===== src/rtl/ysyx_22040365_lsu.sv =====
// ysyx_22040365_lsu -- load/store unit between EX and WB.
//
// Accepts one instruction from EX. It either passes the EX result straight
// through or makes a single data-memory access over a req/gnt/rvalid bus.
// Load data is sign- or zero-extended. The write-back value is then offered
// to WB with a valid/ready handshake.
//
// Optional feature: define LSU_TIMEOUT_EN to add a WAIT-state response
// timeout (parameter TIMEOUT_CYC). When the timeout fires, the result is
// reported with out_buserr=1. Without the macro, WAIT waits indefinitely
// and out_buserr is tied to 0.
//
// Ports:
//   clk, rst               clock, synchronous active-high reset
//   in_valid / in_ready    EX handshake (in_ready only in IDLE)
//   ex_result, store_data  effective address or ALU value; rs2 for stores
//   mem_op, rd_idx, wen_rd operation code, destination register, write enable
//   mem_req/we/addr/wdata/wmask, mem_gnt, mem_rvalid, mem_rdata
//                          data-memory bus (8-byte aligned words)
//   out_valid / out_ready  WB handshake
//   out_rd_idx, out_wen, out_data, out_misalign, out_buserr
//                          write-back result and status
module ysyx_22040365_lsu #(
  parameter int DW = 64
`ifdef LSU_TIMEOUT_EN
  , parameter int TIMEOUT_CYC = 255
`endif
) (
  input  logic          clk,
  input  logic          rst,
  input  logic          in_valid,
  output logic          in_ready,
  input  logic [DW-1:0] ex_result,
  input  logic [DW-1:0] store_data,
  input  logic [3:0]    mem_op,
  input  logic [4:0]    rd_idx,
  input  logic          wen_rd,
  output logic          mem_req,
  output logic          mem_we,
  output logic [DW-1:0] mem_addr,
  output logic [DW-1:0] mem_wdata,
  output logic [7:0]    mem_wmask,
  input  logic          mem_gnt,
  input  logic          mem_rvalid,
  input  logic [DW-1:0] mem_rdata,
  output logic          out_valid,
  input  logic          out_ready,
  output logic [4:0]    out_rd_idx,
  output logic          out_wen,
  output logic [DW-1:0] out_data,
  output logic          out_misalign,
  output logic          out_buserr
);

  typedef enum logic [1:0] {IDLE, REQ, WAIT, DONE} state_t;

  state_t        state_q, state_d;
  logic [DW-1:0] addr_q, wdata_q, res_q;
  logic [7:0]    wmask_q;
  logic [3:0]    op_q;
  logic [4:0]    rd_q;
  logic          wen_q, misalign_q, buserr_q;

  logic          is_load_in, is_store_in, misalign_in;
  logic [1:0]    size_in;
  logic [7:0]    base_mask;
  logic          accept, capture, timeout_hit;

  // Picks the addressed lane out of an aligned 8-byte word and extends it.
  function automatic logic [DW-1:0] load_extract(input logic [3:0]    op,
                                                 input logic [2:0]    off,
                                                 input logic [DW-1:0] rdata);
    logic [DW-1:0]        lane;
    logic signed [7:0]    b8;
    logic signed [15:0]   h16;
    logic signed [31:0]   w32;
    logic signed [DW-1:0] sext;
    lane = rdata >> {off, 3'b000};
    b8   = lane[7:0];
    h16  = lane[15:0];
    w32  = lane[31:0];
    case (op)
      4'd1:    sext = b8;
      4'd2:    sext = h16;
      4'd3:    sext = w32;
      4'd5:    sext = {{(DW-8){1'b0}}, lane[7:0]};
      4'd6:    sext = {{(DW-16){1'b0}}, lane[15:0]};
      4'd7:    sext = {{(DW-32){1'b0}}, lane[31:0]};
      default: sext = lane;
    endcase
    return sext;
  endfunction

  // Operation decode of the incoming EX instruction.
  always_comb begin
    is_load_in  = (mem_op >= 4'd1) && (mem_op <= 4'd7);
    is_store_in = (mem_op >= 4'd8) && (mem_op <= 4'd11);
    case (mem_op)
      4'd1, 4'd5, 4'd8:  size_in = 2'd0;
      4'd2, 4'd6, 4'd9:  size_in = 2'd1;
      4'd3, 4'd7, 4'd10: size_in = 2'd2;
      default:           size_in = 2'd3;
    endcase
    case (size_in)
      2'd0:    begin base_mask = 8'h01; misalign_in = 1'b0;                end
      2'd1:    begin base_mask = 8'h03; misalign_in = ex_result[0];        end
      2'd2:    begin base_mask = 8'h0F; misalign_in = |ex_result[1:0];     end
      default: begin base_mask = 8'hFF; misalign_in = |ex_result[2:0];     end
    endcase
    misalign_in = misalign_in && (is_load_in || is_store_in);
  end

  assign accept  = (state_q == IDLE) && in_valid;
  assign capture = ((state_q == REQ) && mem_gnt && mem_rvalid) ||
                   ((state_q == WAIT) && mem_rvalid);

`ifdef LSU_TIMEOUT_EN
  localparam int CW = $clog2(TIMEOUT_CYC + 1);
  logic [CW-1:0] cnt_q;

  // Counts WAIT cycles without a response; cleared while the request is
  // outstanding, so it starts at zero on WAIT entry.
  always_ff @(posedge clk) begin
    if (rst) cnt_q <= '0;
    else if (state_q == REQ) cnt_q <= '0;
    else if ((state_q == WAIT) && !mem_rvalid) cnt_q <= cnt_q + 1'b1;
  end

  assign timeout_hit = (state_q == WAIT) && !mem_rvalid &&
                       (cnt_q == CW'(TIMEOUT_CYC - 1));
`else
  assign timeout_hit = 1'b0;
`endif

  always_comb begin
    state_d = state_q;
    case (state_q)
      IDLE: if (in_valid)
              state_d = (!(is_load_in || is_store_in) || misalign_in) ? DONE : REQ;
      REQ:  if (mem_gnt) state_d = mem_rvalid ? DONE : WAIT;
      WAIT: if (mem_rvalid || timeout_hit) state_d = DONE;
      DONE: if (out_ready) state_d = IDLE;
      default: state_d = IDLE;
    endcase
  end

  // Control state: reset returns to IDLE and discards any pending access.
  always_ff @(posedge clk) begin
    if (rst) begin
      state_q    <= IDLE;
      wen_q      <= 1'b0;
      misalign_q <= 1'b0;
      buserr_q   <= 1'b0;
    end else begin
      state_q <= state_d;
      if (accept) begin
        wen_q      <= wen_rd && !is_store_in && !misalign_in;
        misalign_q <= misalign_in;
        buserr_q   <= 1'b0;
      end else if (timeout_hit) begin
        wen_q    <= 1'b0;
        buserr_q <= 1'b1;
      end
    end
  end

  // Datapath latches: only observed through state-qualified outputs.
  always_ff @(posedge clk) begin
    if (accept) begin
      addr_q  <= ex_result;
      wdata_q <= store_data << {ex_result[2:0], 3'b000};
      wmask_q <= base_mask << ex_result[2:0];
      op_q    <= mem_op;
      rd_q    <= rd_idx;
      res_q   <= ex_result;
    end else if (capture) begin
      res_q <= load_extract(op_q, addr_q[2:0], mem_rdata);
    end
  end

  assign in_ready     = (state_q == IDLE);
  assign mem_req      = (state_q == REQ);
  assign mem_we       = mem_req && op_q[3];
  assign mem_addr     = mem_req ? {addr_q[DW-1:3], 3'b000} : '0;
  assign mem_wdata    = (mem_req && op_q[3]) ? wdata_q : '0;
  assign mem_wmask    = (mem_req && op_q[3]) ? wmask_q : '0;
  assign out_valid    = (state_q == DONE);
  assign out_rd_idx   = out_valid ? rd_q : '0;
  assign out_wen      = out_valid && wen_q;
  assign out_data     = out_valid ? res_q : '0;
  assign out_misalign = out_valid && misalign_q;
`ifdef LSU_TIMEOUT_EN
  assign out_buserr   = out_valid && buserr_q;
`else
  assign out_buserr   = 1'b0;
`endif

endmodule


===== config.mk =====
export PLATFORM = sky130hd
export DESIGN_NAME = ysyx_22040365_lsu
export DESIGN_NICKNAME = d
export VERILOG_FILES = /design/src/rtl/ysyx_22040365_lsu.sv
export SDC_FILE = /design/constraint.sdc
export NUM_CORES = 1
export LEC_CHECK = 0
export CAP_MARGIN = 20
export CELL_PAD_IN_SITES_DETAIL_PLACEMENT = 0
export CELL_PAD_IN_SITES_GLOBAL_PLACEMENT = 1
export CORE_UTILIZATION = 32
export CTS_CLUSTER_DIAMETER = 80
export DETAILED_ROUTE_END_ITERATION = 6
export GPL_ROUTABILITY_DRIVEN = 0
export MAX_ROUTING_LAYER = met4
export PLACE_DENSITY_LB_ADDON = 0.08
export SLEW_MARGIN = 10
export SYNTH_ARGS = -nofsm -noshare
export SYNTH_HDL_FRONTEND = slang
export SYNTH_SLANG_ARGS = --single-unit

===== constraint.sdc =====
create_clock -name clk -period 5.95 [get_ports clk]
set_input_delay 0.595 -clock clk [delete_from_list [all_inputs] [get_ports clk]]
set_output_delay 0.595 -clock clk [all_outputs]
set_load 0.1 [all_outputs]

==> metrics.txt <==
f_max 0.251 GHz; switch share roughly 49%; Combinational Power Share around 52%; Reg area 6360 um^2; layout cells sized above 1 roughly 8.6%; crit path max fanout 43; worst ir drop on vdd ~0.22 mV; largest net degree at the start of global routing 140; first-pass GRT wire length between 60000 and 70000 um; Setup Crit Path Kind reg2out; dpl hpwl about 34000 um; status complete, no violations; Sequential Power Share roughly 28%; hold path depth 2; Pwr Total around 9 mW; WL final between 40000 and 50000 um; CP startpoint kind flop; worst flop-to-flop path startpoint addr_q[0]; post-DR wirelength/cell ~23 um; Cell Rows 72; hold_buf cts 0; core area just under 40000 um^2; synthesized area per cell ~11 um^2; Synth Cell Area approximately 13000 um^2; Mapped Cells between 1000 and 1500; CTS clk-pin slew, worst paths around 60 ps; Clk Tree Root Cell clkbuf_16; multi-input logic area approximately 5700 um^2; post-cts sizing count 0; Top FF cell, synth edfxtp_1; 1st-pass router iterations 5; Pleak approximately 6.7 nW; Rel. slew slack between 20% and 30%; worst r2r dst res_q[23]; period utilization around two thirds; net switching power of the design around 4.3 mW; H-tree levels 1; vias per cell approximately 5; initial core utilization between 30 and 40%; Synth cell types 60; final hold vios 0; Yosys reg bits around 210; Clock Sinks 213; NumNets Final approximately 1700; Hold WC Path Type reg2reg; Die Y 201 um; synth warn 0; number of synthesized flops with an enable pin approximately 210; PD cells 491 nW/um^2; post-synthesis sequential area ratio 50.3%; Hold Path Sink wen_q; Fillers roughly 3700; vias around 11000; setup violators final 0; Least-Margin Pin Slew 1090 ps; RSZ-0062 raised after global routing false; Int Power between 4 and 5 mW; worst clock skew 17.8 ps; r2r worst-path depth 6; critical path required time approximately 5400 ps; Final TNS setup 0 ps; Inserted Clock Buffers 27; IO Count 420; IO buf count 415; Clock Latency Late Sink around 550 ps; DR DRC count 0; setup bufs post-CTS 0; Clock Tree Buf Depth 3; Area Growth Syn to Fin 42.8%; gr usage total between 20% and 30%; initial antenna violation count 3; critical hold path startpoint wen_q; clock power share 19.6%; Max-Cap Viols 0; ys async rst share 0%; max-slew violation count 0; Chip Width ~200 um; Die Area a little over 40000 um^2; TritonCTS clock tree built; critical path arrival roughly 3400 ps; post-layout min period around 4000 ps; 1st-iter DRT viols 595; CP Capture Type primary output; Overflow after GRT 0; flop2flop setup slack about 2600 ps; DRT antenna net count 0; vias in the first global route roughly 11000
==> synthesized netlist by cell type, types with 5 or more instances <==
| library cell | number | area, um^2 |
|---|---|---|
| nand2_1 | 33 | 124 |
| buf_1 | 6 | 22.5 |
| mux2_1 | 6 | 67.6 |
| nor2b_1 | 34 | 213 |
| mux2_2 | 33 | 372 |
| o22ai_1 | 20 | 125 |
| mux2i_1 | 74 | 741 |
| mux4_2 | 23 | 518 |
| and3_1 | 72 | 450 |
| ha_1 | 6 | 75.1 |
| buf_2 | 17 | 85.1 |
| o221ai_1 | 5 | 43.8 |
| nor2_1 | 107 | 402 |
| a21oi_1 | 114 | 571 |
| edfxtp_1 | 209 | 6280 |
| and2_1 | 144 | 901 |
| or3_1 | 8 | 50.1 |
| nand2b_1 | 8 | 50.1 |
| inv_1 | 19 | 71.3 |
| o22a_1 | 7 | 61.3 |
| buf_4 | 14 | 105 |
| o21ai_1 | 11 | 55.1 |
| a211oi_1 | 23 | 173 |
| o21ai_0 | 23 | 115 |
| clkbuf_1 | 68 | 255 |
| a31oi_1 | 19 | 119 |
| o2bb2ai_1 | 5 | 43.8 |
==> critical path: stages (launching register included) <==
cell and delay [ps]:
dfxtp_1 440, ha_2 590, buf_4 440, and2_1 200
clkdlybuf4s50_1 1130
==> cell families after synthesis <==
family / after synthesis / synth area share (%)
buf+inv: 130 / 4.63
compound gates: 254 / 12.4
fa+ha+maj: 6 / 0.595
xor+xnor: 1 / 0.0694
flops: 213 / 50.3
simple gates: 422 / 18.4
mux: 137 / 13.6
other cells: 1 / 0.0297
==> metal layers <==
| layer | global-route usage (%) | part of all wire (%) | vias to the layer above |
|---|---|---|---|
| met4 | 5.32 | 2.2 | 0 |
| met2 | 41.4 | 52 | 343 |
| met3 | 4.37 | 5.7 | 43 |
| met1 | 27.5 | 41 | 5130 |
| met5 | - | 0 | - |
| li1 | - | - | 4998 |
==> state kept, by name, indices dropped and copies added, names as in the netlist <==
signal and flops:
addr_q 64, res_q 64, wdata_q 64, wmask_q 8
rd_q 5, op_q 4, state_q 2, misalign_q 1
wen_q 1
==> layout make-up <==
cell class / instances / share of cell area (%)
Multi-Input combinational cell: 824 / 31.8
Sequential cell: 213 / 35.2
Clock buffer: 28 / 3.77
Timing Repair Buffer: 429 / 23.6
Inverter: 22 / 0.500
Tap cell: 518 / 3.59
Antenna cell: 3 / 0.0416
Clock inverter: 22 / 1.42
==> worst max-delay path by stage <==
stage | slack (ps) | startpoint | cells past startpoint | end
final | 1960 | state_q[0] | 4 | out_data[55]
after floorplan | 990 | state_q[1] | 5 | res_q[0]
after global routing | 1770 | state_q[0] | 4 | out_data[11]
after CTS | 1890 | state_q[0] | 4 | out_data[55]
after detailed placement | 2200 | in_valid | 5 | res_q[15]
after global placement | 2250 | in_valid | 5 | res_q[15]
==> power groups by stage <==
stage	Clock [mW]	Sequential [mW]	Combinational, mW
after floorplan	0	2.47	3.44
after global routing	1.82	2.52	4.88
after global placement	0	2.51	4.64
after CTS	1.78	2.49	4.69
after detailed placement	0	2.51	4.68
final	1.74	2.48	4.64
==> stage by stage <==
stage	setup slack, ps	hold slack (ps)	instances	area, um^2	util [%]
floorplan	989	426	1167	12600	-
global placement	2250	471	2005	17100	43.9
detailed placement	2200	473	2006	17100	44.0
CTS	1890	482	2056	18000	46.4
global route	1770	500	2059	18000	46.4
finish	1960	475	2059	18000	46.4
==> placed cells by master (no fill, tap or decap), drive strengths merged, types with 6 or more instances in the layout <==
cell and count:
a211oi 23, a21oi 115, a31oi 19, and2 144
and3 72, buf 17, clkbuf 28, clkdlybuf4s50 412
clkinv 11, edfxtp 209, ha 6, inv 25
mux2 40, mux2i 74, mux4 23, nand2 33
nand2b 8, nor2 107, nor2b 34, o21ai 34
o22a 7, o22ai 21, or2 6, or3 8
(Power assumes the default switching activity.)
